File: src/rtl/vx_dp_ram_ctrl.sv
// Request-side controller for an external dual-port RAM: forwards writes directly,
// issues reads and returns their data through a credit-guarded response FIFO.
module vx_dp_ram_ctrl #(
  parameter int DATAW     = 32,
  parameter int SIZE      = 256,
  parameter int BYTEENW   = 1,
  parameter int OUT_REG   = 0,
  parameter int RSP_DEPTH = 4,
  parameter int ADDRW     = $clog2(SIZE)
) (
  input  logic               clk,
  input  logic               reset,
  input  logic               req_valid,
  input  logic               req_rw,
  input  logic [ADDRW-1:0]   req_addr,
  input  logic [DATAW-1:0]   req_data,
  input  logic [BYTEENW-1:0] req_byteen,
  output logic               req_ready,
  output logic               rsp_valid,
  output logic [DATAW-1:0]   rsp_data,
  input  logic               rsp_ready,
  output logic [BYTEENW-1:0] ram_wren,
  output logic [ADDRW-1:0]   ram_waddr,
  output logic [DATAW-1:0]   ram_wdata,
  output logic [ADDRW-1:0]   ram_raddr,
  input  logic [DATAW-1:0]   ram_rdata
);

  localparam int PTRW = (RSP_DEPTH > 1) ? $clog2(RSP_DEPTH) : 1;
  localparam int CNTW = $clog2(RSP_DEPTH + 1);

  generate
    if ((BYTEENW != 1 && BYTEENW != DATAW / 8) || RSP_DEPTH < 1) begin : g_bad_params
      $error("vx_dp_ram_ctrl: BYTEENW must be 1 or DATAW/8 and RSP_DEPTH >= 1");
    end
  endgenerate

  logic [CNTW-1:0]  credits_q, credits_d;
  logic [CNTW-1:0]  count_q, count_d;
  logic [PTRW-1:0]  wr_ptr_q, wr_ptr_d;
  logic [PTRW-1:0]  rd_ptr_q, rd_ptr_d;
  logic [DATAW-1:0] fifo_q [RSP_DEPTH];
  logic             rd_fire, push, pop, full;

  function automatic logic [PTRW-1:0] next_ptr(input logic [PTRW-1:0] p);
    return (p == PTRW'(RSP_DEPTH - 1)) ? '0 : p + 1'b1;
  endfunction

  // Read acceptance depends only on registered credits, never on rsp_ready.
  assign req_ready = !reset && (req_rw || (credits_q != '0));
  assign rd_fire   = req_valid && req_ready && !req_rw;
  assign ram_wren  = (req_valid && req_rw && !reset) ? req_byteen : '0;
  assign ram_waddr = req_addr;
  assign ram_wdata = req_data;
  assign ram_raddr = req_addr;

  generate
    if (OUT_REG == 0) begin : g_comb_rdata
      assign push = rd_fire;
    end else begin : g_reg_rdata
      logic [OUT_REG-1:0] pipe_q, pipe_d;
      assign pipe_d = (pipe_q << 1) | OUT_REG'(rd_fire);
      assign push   = pipe_q[OUT_REG-1];
      always_ff @(posedge clk) begin
        if (reset) pipe_q <= '0;
        else       pipe_q <= pipe_d;
      end
    end
  endgenerate

  assign rsp_valid = (count_q != '0);
  assign full      = (count_q == CNTW'(RSP_DEPTH));
  assign pop       = rsp_valid && rsp_ready;
  assign rsp_data  = fifo_q[rd_ptr_q];

  // NOTE: every always_comb output gets a default first so no path can infer a latch.
  always_comb begin
    wr_ptr_d  = wr_ptr_q;
    rd_ptr_d  = rd_ptr_q;
    count_d   = count_q;
    credits_d = credits_q;
    if (push) wr_ptr_d = next_ptr(wr_ptr_q);
    if (pop)  rd_ptr_d = next_ptr(rd_ptr_q);
    case ({push, pop})
      2'b10:   count_d = count_q + 1'b1;
      2'b01:   count_d = count_q - 1'b1;
      default: count_d = count_q;
    endcase
    case ({rd_fire, pop})
      2'b10:   credits_d = credits_q - 1'b1;
      2'b01:   credits_d = credits_q + 1'b1;
      default: credits_d = credits_q;
    endcase
  end

  // NOTE: state registers use non-blocking assignments so every flop samples pre-edge values.
  always_ff @(posedge clk) begin
    if (reset) begin
      credits_q <= CNTW'(RSP_DEPTH);
      count_q   <= '0;
      wr_ptr_q  <= '0;
      rd_ptr_q  <= '0;
    end else begin
      credits_q <= credits_d;
      count_q   <= count_d;
      wr_ptr_q  <= wr_ptr_d;
      rd_ptr_q  <= rd_ptr_d;
    end
  end

  // NOTE: FIFO storage has no reset; empty pointers already mask stale contents.
  always_ff @(posedge clk) begin
    if (push) fifo_q[wr_ptr_q] <= ram_rdata;
  end

  // Credits must make a push into a full FIFO (without a pop) impossible.
  a_no_overflow: assert property (@(posedge clk) disable iff (reset) !(push && full && !pop));

endmodule

File: config.mk
export PLATFORM = sky130hd
export DESIGN_NAME = vx_dp_ram_ctrl
export DESIGN_NICKNAME = d
export VERILOG_FILES = /design/src/rtl/vx_dp_ram_ctrl.sv
export SDC_FILE = /design/constraint.sdc
export NUM_CORES = 1
export LEC_CHECK = 0
export CAP_MARGIN = 20
export CORE_MARGIN = 2
export CORE_UTILIZATION = 44
export CTS_CLUSTER_DIAMETER = 80
export DETAILED_ROUTE_END_ITERATION = 6
export MAX_ROUTING_LAYER = met4
export PLACE_DENSITY = 0.75
export SLEW_MARGIN = 20
export SYNTH_ARGS = -nofsm -noshare
export SYNTH_HDL_FRONTEND = slang
export SYNTH_SLANG_ARGS = --single-unit
File: constraint.sdc
create_clock -name clk -period 3.2 [get_ports clk]
set_input_delay 0.64 -clock clk [delete_from_list [all_inputs] [get_ports clk]]
set_output_delay 0.64 -clock clk [all_outputs]
set_load 0.05 [all_outputs]
==> results.txt <==
Reg2Reg Launch Point - count_q[2]
Reg2Reg Capture Point - count_q[2]
Crit Path Max Fanout - 14
Setup TNS - 0 ns
CTS Sinks - 140
WHS Path Cells - 2
Vias per cell - 5.06
Synth Instances - 286
GRT overflow - 0
Skew-Pair Late Insertion Delay - 0.41 ns
Initial DRC Count - 209
Mapped Avg Cell Area - 19.8 sq um
Minimum clock period - 2.99 ns
Final Hold Fails - 0
Synth area leader - edfxtp_1
Top post-synthesis cells by area - edfxtp_1, mux4_2, buf_4
Share of the synthesized area in the top cell type - 68.0%
Register clock-pin slew on the reported worst setup and hold paths - 0.06 ns
WHS - 0.487 ns
Area Overhead vs Synth - 21.2%
CTS Buf Count - 17
Remaining DRCs - 0
Count of cell types in the netlist - 25
Clk_skew - 0.00852 ns
GP Congestion - 0.682
Register-to-register setup slack - 0.92 ns
Post-Synth XOR/XNOR Area - 0.775%
Max Freq - 0.334 GHz
I/O pins - 161
Global-route wire length before repair - 15,300 um
Unrepaired setup endpoints after global routing - no
DP Wirelength - 6330 um
Period utilization - 93.6%
Die height - 117 um
H-tree depth - 4
Max-slew violations - 0
# rows - 41
Largest family of logic cells by synthesized area - multiplexers
Pleak - 2.27 nW
Cell Pwr Density - 764 nW/um^2
Largest net degree at the start of global routing - 33
Port Buffers - 72
Die area - 13,800 sq um
# hold bufs at CTS - 0
Ys async rst share - 0%
Detailed Route WL - 9860 um
Mux cell area share after synthesis - 13.8%
HP Class - flip-flop to flip-flop
Final #Nets - 420
Antenna violations before repair - 0
Mapped Area - 5650 sq um
Routed Antenna Nets - 0
CP Capture Type - primary output
CP arrival - 2.35 ns
Post-Synthesis Net Count - 373
Vias in the first global route - 2,767
Status - finished clean
Starting Density - 44.9%
WP data required - 2.56 ns
Clock Root Buffer - clkbuf_16
Seq/Total Area, Yosys - 72.3%
Drt pass-1 iters - 4
Slew @ Worst Pin - 0.539 ns
Clk buf depth - 2
Dominant synthesized flop cell - edfxtp_1
Post-CTS setup buffer count - 0
Peak supply drop - 0.352 mV
Post-CTS sizing - 0
Max Cap Viol - 0
Routed length per instance - 19.0 um
Startpoint types - flip-flop
Yosys warns - 0
Final setup fails - 0
Core Box Area - 12,600 sq um
Fraction of the mapped netlist area in adder cells - 1.99%
Vias - 2,622
CTS tree - built
Simple-Gate Fraction of Synth Area - 2.79%
Rel. slew slack - 63.9%
FF-to-FF path depth - 10
Setup CP Type - flip-flop to primary output
Synth Area in Compound Gates - 0.576%
# diodes - 0
Hold_sp - rd_ptr_q[1]
GRT Util Overall - 15.5%
Die X-Extent - 117 um
Layout cells sized above 1 - 24.6%
EDFF count, synth - 128
Post-synthesis register bit count - 140
## where the power goes
part	total [W]	switching [W]	internal, W
clock network	0.00187	0.000726	0.00114
registers	0.00212	0.0000487	0.00207
logic	0.00124	0.000719	0.000525
total	0.00523	0.00149	0.00374
## final cells by class
class	count	area (sq um)
clock buffers	17	425
clock inverters	15	145
fillers	942	5720
inverters	6	22.5
multi-input cells	83	1130
flip-flops and latches	140	4090
well taps	172	215
repair buffers	85	826
## logic make-up after synthesis
family,count (synthesis)
buffers and inverters,63
multiplexers,38
AO/OA/AOI/OAI,6
AND/OR/NAND/NOR,25
flip-flops,140
adder cells (fa/ha/maj),9
XOR/XNOR,5
## cell usage after synthesis (all sizes together), types with 2 or more instances
cell type,n
edfxtp,128
buf,57
mux4,32
dfxtp,12
ha,9
nor2,7
inv,6
mux2i,6
a21oi,5
and2,4
nand2,4
xor2,4
nor2b,2
or3,2
## worst max path at each step
stage	depth (start not counted)	end	slack, ns	from
6_report	3	rsp_data[28]	0.21	flip-flop
5_1_grt	3	rsp_data[16]	0.11	flip-flop
3_5_place_dp	10	count_q[2]	0.27	req_rw
4_1_cts	3	rsp_data[13]	0.16	flip-flop
2_1_floorplan	10	count_q[2]	0.81	count_q[2]
3_3_place_gp	10	count_q[2]	0.40	req_rw
## critical path, cell delays in order, from the launching register on
cell	delay (ns)
dfxtp_2	0.58
buf_4	0.30
mux4_2	0.34
clkdlybuf4s50_1	0.72
## flip-flops by register name (all words and copies together) (netlist names), named ones only
signal and cells:
fifo_q 128, count_q 3, rd_ptr_q 2, wr_ptr_q 2, credits_q 3
## cell usage in the layout, fill, tap and decap left out, types with 6 or more instances in the layout
cell type | netlist | layout
mux2i_1 | 6 | 6
edfxtp_1 | 128 | 128
ha_1 | 9 | 9
buf_4 | 51 | 14
nor2_1 | 7 | 7
clkdlybuf4s50_1 | 0 | 70
dfxtp_1 | 12 | 10
clkbuf_16 | 0 | 17
inv_1 | 6 | 6
mux4_2 | 32 | 32
## stage by stage
stage / instances / area [sq um] / power [W] / setup slack (ns) / utilization, %
2_1_floorplan: 286 / 5650 / 0.00321 / 0.806 / -
3_3_place_gp: 486 / 6280 / 0.00341 / 0.403 / 49.9
3_5_place_dp: 486 / 6280 / 0.00343 / 0.274 / 49.9
4_1_cts: 518 / 6850 / 0.00529 / 0.161 / 54.5
5_1_grt: 518 / 6850 / 0.00542 / 0.112 / 54.5
6_report: 518 / 6850 / 0.00523 / 0.206 / 54.5
## layer usage
| layer | vias to the layer above | global-route usage [%] | share of wire (%) |
|---|---|---|---|
| met1 | 1326 | 16.9 | 40 |
| met3 | 52 | 4.33 | 5.8 |
| met4 | 0 | 11.6 | 5.0 |
| li1 | 1162 | - | - |
| met2 | 82 | 24.2 | 49 |
| met5 | - | - | 0 |
(Power assumes the default switching activity.)
